<file path="config.mk">
export PLATFORM = sky130hd
export DESIGN_NAME = wash_sequencer
export DESIGN_NICKNAME = d
export VERILOG_FILES = /design/src/rtl/wash_sequencer.sv
export SDC_FILE = /design/constraint.sdc
export NUM_CORES = 1
export LEC_CHECK = 0
export CAP_MARGIN = 30
export CELL_PAD_IN_SITES_DETAIL_PLACEMENT = 1
export CELL_PAD_IN_SITES_GLOBAL_PLACEMENT = 2
export CORE_UTILIZATION = 28
export DETAILED_ROUTE_END_ITERATION = 16
export PLACE_DENSITY = 0.8
export SLEW_MARGIN = 20
export SYNTH_ARGS = -nofsm -noshare
export SYNTH_HDL_FRONTEND = slang
export SYNTH_SLANG_ARGS = --single-unit
</file>
<file path="constraint.sdc">
create_clock -name clk -period 2.7 [get_ports clk]
set_clock_uncertainty 0.15 [all_clocks]
set_input_delay 0.405 -clock clk [delete_from_list [all_inputs] [get_ports clk]]
set_output_delay 0.405 -clock clk [all_outputs]
set_load 0.02 [all_outputs]
</file>
<file path="src/rtl/wash_sequencer.sv">
// Wash-program sequencer: fill/wash, N rinse loops, drain/spin dry, pause/door interlock.
// Optional completion beeper is built only when WASH_BEEP_EN is defined.
module wash_sequencer #(
  parameter int unsigned TIME_W  = 8,
  parameter int unsigned LVL_W   = 3,
  parameter int unsigned FILL_T  = 2,
  parameter int unsigned DRAIN_T = 2,
  parameter int unsigned SPIN_T  = 3,
  parameter int unsigned BEEP_T  = 5
) (
  input  logic              clk,
  input  logic              resetBtn,
  input  logic              tick,
  input  logic              runBtn,
  input  logic              openBtn,
  input  logic [2:0]        mode,
  input  logic [1:0]        rinses,
  input  logic [LVL_W-1:0]  level,
  input  logic [TIME_W-1:0] wash_time,
  input  logic [TIME_W-1:0] rinse_time,
  output logic [3:0]        phase,
  output logic [TIME_W-1:0] remain,
  output logic [1:0]        rinse_idx,
  output logic              valve_in,
  output logic              valve_out,
  output logic              motor,
  output logic              running,
  output logic              paused,
  output logic              done,
  output logic              beep
);

  localparam int unsigned PW = LVL_W + 32;
  localparam logic [PW-1:0] TIME_MAX = PW'({TIME_W{1'b1}});

  typedef enum logic [3:0] {
    S_IDLE = 4'd0, S_FILL_W = 4'd1, S_WASH = 4'd2, S_DRAIN_R = 4'd3, S_SPIN_R = 4'd4,
    S_FILL_R = 4'd5, S_RINSE = 4'd6, S_DRAIN_D = 4'd7, S_SPIN_D = 4'd8, S_DONE = 4'd9,
    S_PAUSE = 4'd10
  } state_e;

  state_e            state_q, state_d, saved_q, saved_d;
  state_e            first_c, after_wash_c, after_rinse_c, adv_c;
  logic [TIME_W-1:0] remain_q, remain_d, wash_q, wash_d, rtime_q, rtime_d;
  logic [TIME_W-1:0] fill_c;
  logic [PW-1:0]     fill_prod_c;
  logic [1:0]        ridx_q, ridx_d, rinses_q, rinses_d;
  logic [2:0]        mode_q, mode_d;
  logic [LVL_W-1:0]  level_q, level_d;
  logic              start_c, load_c, rinse_en_c, more_c;
  logic vin_q, vin_d, vout_q, vout_d, motor_q, motor_d;
  logic run_q, run_d, pause_q, pause_d, done_q, done_d;

  // Program configuration is captured on start and frozen until the next IDLE.
  always_comb begin
    start_c       = (state_q == S_IDLE) && runBtn && !openBtn && (mode != 3'd0);
    mode_d        = start_c ? mode       : mode_q;
    rinses_d      = start_c ? rinses     : rinses_q;
    level_d       = start_c ? level      : level_q;
    wash_d        = start_c ? wash_time  : wash_q;
    rtime_d       = start_c ? rinse_time : rtime_q;
    rinse_en_c    = mode_d[1] && (rinses_d != 2'd0);
    after_rinse_c = mode_d[2] ? S_DRAIN_D : S_DONE;
    after_wash_c  = rinse_en_c ? S_DRAIN_R : after_rinse_c;
    first_c       = mode_d[0] ? S_FILL_W : after_wash_c;
    fill_prod_c   = PW'(level_d) * PW'(FILL_T);
    fill_c        = (fill_prod_c > TIME_MAX) ? {TIME_W{1'b1}} : TIME_W'(fill_prod_c);
  end

  // Phase that follows the current one when its time runs out.
  always_comb begin
    more_c = ({1'b0, ridx_q} + 3'd1) < {1'b0, rinses_q};
    case (state_q)
      S_FILL_W:  adv_c = S_WASH;
      S_WASH:    adv_c = after_wash_c;
      S_DRAIN_R: adv_c = S_SPIN_R;
      S_SPIN_R:  adv_c = S_FILL_R;
      S_FILL_R:  adv_c = S_RINSE;
      S_RINSE:   adv_c = more_c ? S_DRAIN_R : after_rinse_c;
      S_DRAIN_D: adv_c = S_SPIN_D;
      S_SPIN_D:  adv_c = S_DONE;
      default:   adv_c = state_q;
    endcase
  end

  always_comb begin
    state_d  = state_q;
    saved_d  = saved_q;
    remain_d = remain_q;
    ridx_d   = ridx_q;
    load_c   = 1'b0;
    case (state_q)
      S_IDLE: begin
        if (start_c) begin
          state_d = first_c;
          ridx_d  = 2'd0;
          load_c  = 1'b1;
        end
      end
      S_PAUSE: begin
        if (runBtn && !openBtn) state_d = saved_q;
      end
      S_DONE: begin
        if (runBtn) begin
          state_d = S_IDLE;
          ridx_d  = 2'd0;
        end
      end
      S_FILL_W, S_WASH, S_DRAIN_R, S_SPIN_R, S_FILL_R, S_RINSE, S_DRAIN_D, S_SPIN_D: begin
        // Pause takes priority; a coincident tick is dropped.
        if (runBtn || openBtn) begin
          saved_d = state_q;
          state_d = S_PAUSE;
        end else if ((remain_q == '0) || (tick && (remain_q == TIME_W'(1)))) begin
          state_d = adv_c;
          load_c  = 1'b1;
          if ((state_q == S_RINSE) && (adv_c == S_DRAIN_R)) ridx_d = ridx_q + 2'd1;
        end else if (tick) begin
          remain_d = remain_q - TIME_W'(1);
        end
      end
      default: state_d = S_IDLE;
    endcase
    if (load_c) begin
      case (state_d)
        S_FILL_W, S_FILL_R:   remain_d = fill_c;
        S_WASH:               remain_d = wash_d;
        S_RINSE:              remain_d = rtime_d;
        S_DRAIN_R, S_DRAIN_D: remain_d = TIME_W'(DRAIN_T);
        S_SPIN_R, S_SPIN_D:   remain_d = TIME_W'(SPIN_T);
        default:              remain_d = '0;
      endcase
    end
  end

  // Actuator/status decode of the upcoming phase, so outputs register with the state.
  always_comb begin
    vin_d   = (state_d == S_FILL_W) || (state_d == S_FILL_R);
    vout_d  = (state_d == S_DRAIN_R) || (state_d == S_DRAIN_D) ||
              (state_d == S_SPIN_R) || (state_d == S_SPIN_D);
    motor_d = (state_d == S_WASH) || (state_d == S_RINSE) ||
              (state_d == S_SPIN_R) || (state_d == S_SPIN_D);
    run_d   = (state_d != S_IDLE) && (state_d != S_DONE) && (state_d != S_PAUSE);
    pause_d = (state_d == S_PAUSE);
    done_d  = (state_d == S_DONE);
  end

  always_ff @(posedge clk) begin
    if (resetBtn) begin
      state_q  <= S_IDLE;
      saved_q  <= S_IDLE;
      remain_q <= '0;
      ridx_q   <= 2'd0;
      mode_q   <= 3'd0;
      rinses_q <= 2'd0;
      level_q  <= '0;
      wash_q   <= '0;
      rtime_q  <= '0;
      vin_q    <= 1'b0;
      vout_q   <= 1'b0;
      motor_q  <= 1'b0;
      run_q    <= 1'b0;
      pause_q  <= 1'b0;
      done_q   <= 1'b0;
    end else begin
      state_q  <= state_d;
      saved_q  <= saved_d;
      remain_q <= remain_d;
      ridx_q   <= ridx_d;
      mode_q   <= mode_d;
      rinses_q <= rinses_d;
      level_q  <= level_d;
      wash_q   <= wash_d;
      rtime_q  <= rtime_d;
      vin_q    <= vin_d;
      vout_q   <= vout_d;
      motor_q  <= motor_d;
      run_q    <= run_d;
      pause_q  <= pause_d;
      done_q   <= done_d;
    end
  end

`ifdef WASH_BEEP_EN
  localparam int unsigned BEEP_W = (BEEP_T > 1) ? $clog2(BEEP_T + 1) : 1;
  logic [BEEP_W-1:0] bcnt_q, bcnt_d;
  logic              beep_q, beep_d;

  // Beeper counts ticks from DONE entry; leaving DONE silences it at once.
  always_comb begin
    bcnt_d = bcnt_q;
    beep_d = beep_q;
    if ((state_d == S_DONE) && (state_q != S_DONE)) begin
      bcnt_d = BEEP_W'(BEEP_T);
      beep_d = (BEEP_T != 0);
    end else if (state_d != S_DONE) begin
      bcnt_d = '0;
      beep_d = 1'b0;
    end else if (tick && (bcnt_q != '0)) begin
      bcnt_d = bcnt_q - BEEP_W'(1);
      beep_d = (bcnt_q != BEEP_W'(1));
    end
  end

  always_ff @(posedge clk) begin
    if (resetBtn) begin
      bcnt_q <= '0;
      beep_q <= 1'b0;
    end else begin
      bcnt_q <= bcnt_d;
      beep_q <= beep_d;
    end
  end

  assign beep = beep_q;
`else
  assign beep = 1'b0;
`endif

  assign phase     = state_q;
  assign remain    = remain_q;
  assign rinse_idx = ridx_q;
  assign valve_in  = vin_q;
  assign valve_out = vout_q;
  assign motor     = motor_q;
  assign running   = run_q;
  assign paused    = pause_q;
  assign done      = done_q;

endmodule

</file>
## After elaboration in Yosys (flattened, before gate mapping)

Index checks and enable logic that the tools add are counted.

| cells by class | value |
|---|---|
| reduce and logical (&&, ||, !) cells | 34 |
| div/mod/pow operators | 0 |
| add/subtract/negate cells | 3 |
| bitwise operators | 0 |
| shifts and indexed selects | 0 |
| multipliers | 0 |
| multiplexer cells | 32 |
| equal/unequal tests | 31 |
| magnitude comparators | 1 |

Operator list:

| kind | count |
|---|---|
| 8-bit 2-to-1 mux | 7 |
| 8-bit case mux with 5 select lines | 1 |
| 4-bit 2-to-1 mux | 9 |
| 4-bit by 3-bit == test with 1-bit output, second input constant | 8 |
| 4-bit case mux with 8 select lines | 1 |
| 4-bit == test, second input constant | 6 |
| 4-bit by 2-bit == test with 1-bit output, second input constant | 5 |
| 4-bit case mux with 4 select lines | 1 |
| 2-bit != test, second input constant | 7 |
| 2-bit 2-to-1 mux | 6 |
| 1-bit logical AND | 9 |
| 1-bit logical OR | 9 |
| 4-bit by 1-bit == test with 1-bit output, second input constant | 2 |
| 8-bit by 1-bit == test with 1-bit output, second input constant | 1 |
| 8-bit zero test | 1 |
| 4-bit != test, second input constant | 2 |
| 8-bit OR reduction | 1 |
| 8-bit by 1-bit subtractor with 8-bit output, second input constant | 1 |
| 3-bit 2-to-1 mux | 2 |
| 2-bit case mux with 3 select lines | 1 |
| 6-bit AND reduction | 1 |
| 2-bit nonzero test | 3 |
| 3-bit nonzero test | 2 |
| 2-bit OR reduction | 3 |
| 10 further kinds | 12 |

| storage, ports and cells | value |
|---|---|
| bits of input ports | 29 |
| memories kept | 0 |
| ROM bits | 0 |
| RAM bits | 0 |
| register bits after elaboration | 48 |
| latch bits | 0 |
| logic and storage cells | 116 |

## Logic depth before layout (Yosys ltp)

| logic depth | value |
|---|---|
| depth in word-level cells | 16 |
| mapped depth | 12 |
| depth with buffers taken out | 9 |

## Worst setup path after synthesis

OpenSTA, ideal clock, no wires.

| timing path | value |
|---|---|
| kind | reg2reg |
| start point | register remain_q[0], in the netlist remain[0] |
| end point | register remain_q[7], in the netlist remain[7] |
| setup slack | -149 ps |
| cell stages (with the launch flop) | 12 |
| arrival time | 2565 ps |
| buffers on the path | 2 |
| data required time | 2416 ps |
| clock period less this slack | 2849 ps |
| cells stage by stage | dfxtp_1 > inv_1 > ha_1 > clkbuf_1 > a21o_1 > and4_1 > buf_6 > o21a_1 > o22ai_2 > mux4_2 > a221oi_1 > a211oi_1 |

| between the ends | value |
|---|---|
| cells in the longest elaborated chain, start to end | 10 |
| elaborated cells on any way between the ends | 33 |

RTL lines:

| element | RTL line | source |
|---|---|---|
| start: declaration | 44 | `logic [TIME_W-1:0] remain_q, remain_d, wash_q, wash_d, rtime_q, rtime_d;` |
| start signal: assignment | 168 | `remain_q <= remain_d;` |
| 8-bit by 1-bit == test with 1-bit output | 114 | `end else if ((remain_q == '0) \|\| (tick && (remain_q == TIME_W'(1)))) begin` |
| 1-bit logical AND | 114 |  |
| 1-bit logical OR | 114 |  |
| 4-bit 2-to-1 mux | 114 |  |
| 4-bit 2-to-1 mux | 111 | `if (runBtn \|\| openBtn) begin` |
| 4-bit case mux with 4 select lines | 92 | `case (state_q)` |
| 4-bit by 3-bit == test with 1-bit output, or another cell as far along | 125 | `case (state_d)` |
| 2-bit OR reduction | 125 |  |
| 8-bit case mux with 5 select lines | 125 |  |
| 8-bit 2-to-1 mux | 124 | `if (load_c) begin` |

Several ways; a longest one is shown, not always the timed one. The select of a mux whose other input is x is not followed.
A chain may end at the register's enable or synchronous reset.

## Worst setup path in the final report

| timing path | value |
|---|---|
| start point | register remain_q[0], in the netlist remain[0] |
| end point | register remain_q[2], in the netlist remain[2] |

Same word-level chain as after synthesis.

==> results <==
final cells by class:
type	instances	area (sq um)	area share [%]
clock buffers	6	82.6	1.98
clock inverters	2	13.8	0.331
inverters	11	41.3	0.992
multi-input cells	258	1830	43.9
flip-flops and latches	47	962	23.1
well taps	133	166	4.00
repair buffers	119	1070	25.7
worst min-delay path: stages (launching register included):
cell and delay, ns:
dfxtp_1 0.32, nand2_1 0.05, a21oi_1 0.05
registers in the layout, indices dropped and copies added, names as in the netlist:
signal     cells
done           1
level_q        3
mode_q         2
motor          1
paused         1
phase          4
remain         8
rinse_idx      2
rinses_q       2
rtime_q        8
running        1
saved_q        4
valve_in       1
valve_out      1
wash_q         8
per-layer routing:
metal,part of all wire [%],global-route usage [%]
met5,0,0
met4,2.6,8.79
met2,47,31.3
met3,3.1,2.10
met1,48,24.4
path summary, 6_finish.rpt:
| kind | startpoint | endpoint | slack [ns] | cells after the start |
|---|---|---|---|---|
| hold / removal | wash_q[7] | wash_q[7] | 0.31 | 2 |
| hold reg to reg | wash_q[7] | wash_q[7] | 0.31 | 2 |
| setup / recovery | remain[0] | remain[2] | 0.08 | 10 |
| setup reg to reg | remain[0] | remain[2] | 0.08 | 10 |
cells by family after synthesis:
group                    after synthesis
multiplexers                          13
adder cells (fa/ha/maj)                4
buffers and inverters                 35
AO/OA/AOI/OAI                         97
XOR/XNOR                               3
flip-flops                            47
AND/OR/NAND/NOR                      140
other                                  1
power groups by stage:
stage               clock [mW]  sequential, mW  combinational (mW)
global route             0.506            1.00                3.23
detailed placement           0           0.986                2.71
CTS                      0.477           0.976                2.95
global placement             0           0.985                2.65
finish                   0.473           0.982                2.99
floorplan                    0            1.02                1.55
cell usage in the layout, fill, tap and decap left out, drive strengths merged, types with 7 or more instances in the layout:
| master | netlist | routed |
|---|---|---|
| a21oi | 35 | 35 |
| buf | 10 | 72 |
| clkdlybuf4s50 | 0 | 42 |
| dfxtp | 47 | 47 |
| inv | 11 | 12 |
| mux2i | 10 | 10 |
| nand2 | 43 | 43 |
| nand3 | 10 | 10 |
| nand4 | 7 | 7 |
| nor2 | 32 | 32 |
| nor3 | 9 | 9 |
| nor4 | 8 | 8 |
| o21ai | 13 | 13 |
repair_timing:
action                     in CTS  in global routing
pin swaps                      10                 11
setup endpoints to repair      13                 11
setup buffers                   6                  1
gates resized for setup        34                 12
per-stage QoR:
step                      hold WS (ns)  setup slack, ns  utilization (%)
final                            0.314           0.0782             42.6
after global routing             0.338          -0.0777             42.6
after CTS                        0.316         0.000192             42.2
after detailed placement         0.296           -0.548             39.6
after global placement           0.290           -0.453             39.6
after floorplan                  0.279          0.00659                -
==> impl_metrics.env <==
export IMPL_status="complete, no violations"
export IMPL_power_total_mw=4.44
export IMPL_drtIter0Drc=114
export IMPL_n_antenna_cell=0
export IMPL_cp_max_fo=6
export IMPL_synth_cell_types=71
export IMPL_p_int_mw=2.56
export IMPL_crit_buf_inv=2
export IMPL_vias=2987
export IMPL_synth_area_leader_cell="dfxtp_1"
export IMPL_ctsHoldBuffers=0
export IMPL_ys_flop_type="dfxtp_1"
export IMPL_yosys_area_share_xor_xnor_pct=0.928
export IMPL_start_util_pct=29.0
export IMPL_groute_usage_overall_pct=18.8
export IMPL_rows=36
export IMPL_critPathRequiredTime_ns=2.79
export IMPL_layout_drive_gt1_share_pct=28.4
export IMPL_dieArea_sq_mm=0.0105
export IMPL_syn_area_sq_mm=0.00283
export IMPL_dp_cells=561
export IMPL_crit_slowest_cell="or4_4"
export IMPL_antenna_found_initial=0
export IMPL_cap_viol_max_count=0
export IMPL_tightest_slew_ns=0.757
export IMPL_arrival_ns=2.71
export IMPL_routedWlPerCell_um=16.3
export IMPL_hold_path_class="reg -> reg"
export IMPL_die_h_um=103
export IMPL_grt_overflow_total=0
export IMPL_synth_common_cells="47 x dfxtp_1, 41 x nand2_1, 35 x a21oi_1, 32 x nor2_1, 14 x clkbuf_1"
export IMPL_h_tree_depth=2
export IMPL_grt_pass1_vias=3126
export IMPL_ios=50
export IMPL_power_frac_clock_pct=10.7
export IMPL_timing_fmax_mhz=381
export IMPL_crit_family="compound AO/OA/AOI/OAI gates"
export IMPL_io_buffers=48
export IMPL_cp_slowest_stage_delay_ns=0.42
export IMPL_timing_final_max_slew_violations=0
export IMPL_tns_ns=0
export IMPL_drc=0
export IMPL_setup_violations=0
export IMPL_cts_made_buffers=5
export IMPL_die_w_um=103
export IMPL_area_growth_pct=47.0
export IMPL_vias_per_cell=5.19
export IMPL_fin_area_sq_mm=0.00416
export IMPL_synth_mux_area_share_pct=5.92
export IMPL_grt_pass1_wl_mm=15.3
export IMPL_yosys_area_share_simple_pct=27.4
export IMPL_grt_max_degree=35
export IMPL_crit_type="reg -> reg"
export IMPL_place_area_sq_mm=0.00387
export IMPL_synth_cells=340
export IMPL_n_fill_cell=1151
export IMPL_synth_compound_area_share_pct=24.3
export IMPL_seqPwrFrac_pct=22.1
export IMPL_yosysMostFrequentCell="dfxtp_1"
export IMPL_dr_pass1_iters=4
export IMPL_post_route_period_util_pct=97.1
export IMPL_postRouteAntennaNets=0
export IMPL_final_instance_count_excl_fill=576
export IMPL_finalNetCount=475
export IMPL_netlist_area_leader_share_pct=33.2
export IMPL_ir_drop_mv=0.419
export IMPL_ys_ff_latch=47
export IMPL_clkTransAtPathRegs_ns=0.10
export IMPL_yosysWarnings=0
export IMPL_synth_async_sr_flop_share_pct=0
export IMPL_clock_latency_ns=0.31
export IMPL_worst_setup_path_start_kind="flip-flop"
export IMPL_hold_viol_final=0
export IMPL_synth_seq_area_share_pct=33.2
export IMPL_netlist_top_cells_area="dfxtp_1 33%, a21oi_1 6.2%, nand2_1 5.4%, nor2_1 4.2%, mux2i_1 3.5%"
export IMPL_synth_fa_ha_area_share_pct=2.03
export IMPL_relSlewSlack_pct=49.5
export IMPL_root_buffer="clkbuf_8"
export IMPL_clock_path_buffers=2
export IMPL_cellPowerDensity_mw_per_mm2=1070
export IMPL_avgSynthCellArea_sq_um=8.33
export IMPL_p_leak_nw=1.64
export IMPL_clkSinkCount=47
export IMPL_period_minus_slack_ns=2.62
export IMPL_cts_tree="yes"
export IMPL_synth_top_family_by_area="simple AND/OR/NAND/NOR gates"
export IMPL_synthesis_nets=373
export IMPL_routed_wirelength_mm=9.41
export IMPL_p_comb_share_pct=67.2
export IMPL_cp_cell_sequence="inv_1 > ha_1 > a21o_1 > and4_4 > buf_4 > a31o_2 > o2111ai_4 > nand2_4 > or4_4 > o22ai_1"
export IMPL_power_share_switching_pct=42.4
export IMPL_crit_path_end_kind="flip-flop"
export IMPL_coreArea_sq_mm=0.00977
export IMPL_power_switching_mw=1.88
export IMPL_gp_congestion=0.900
export IMPL_rsz0062_at_grt="true"
export IMPL_dp_hpwl_mm=7.21
export IMPL_synth_edf_count=0
Note: power is estimated with default switching activity, not from simulation.
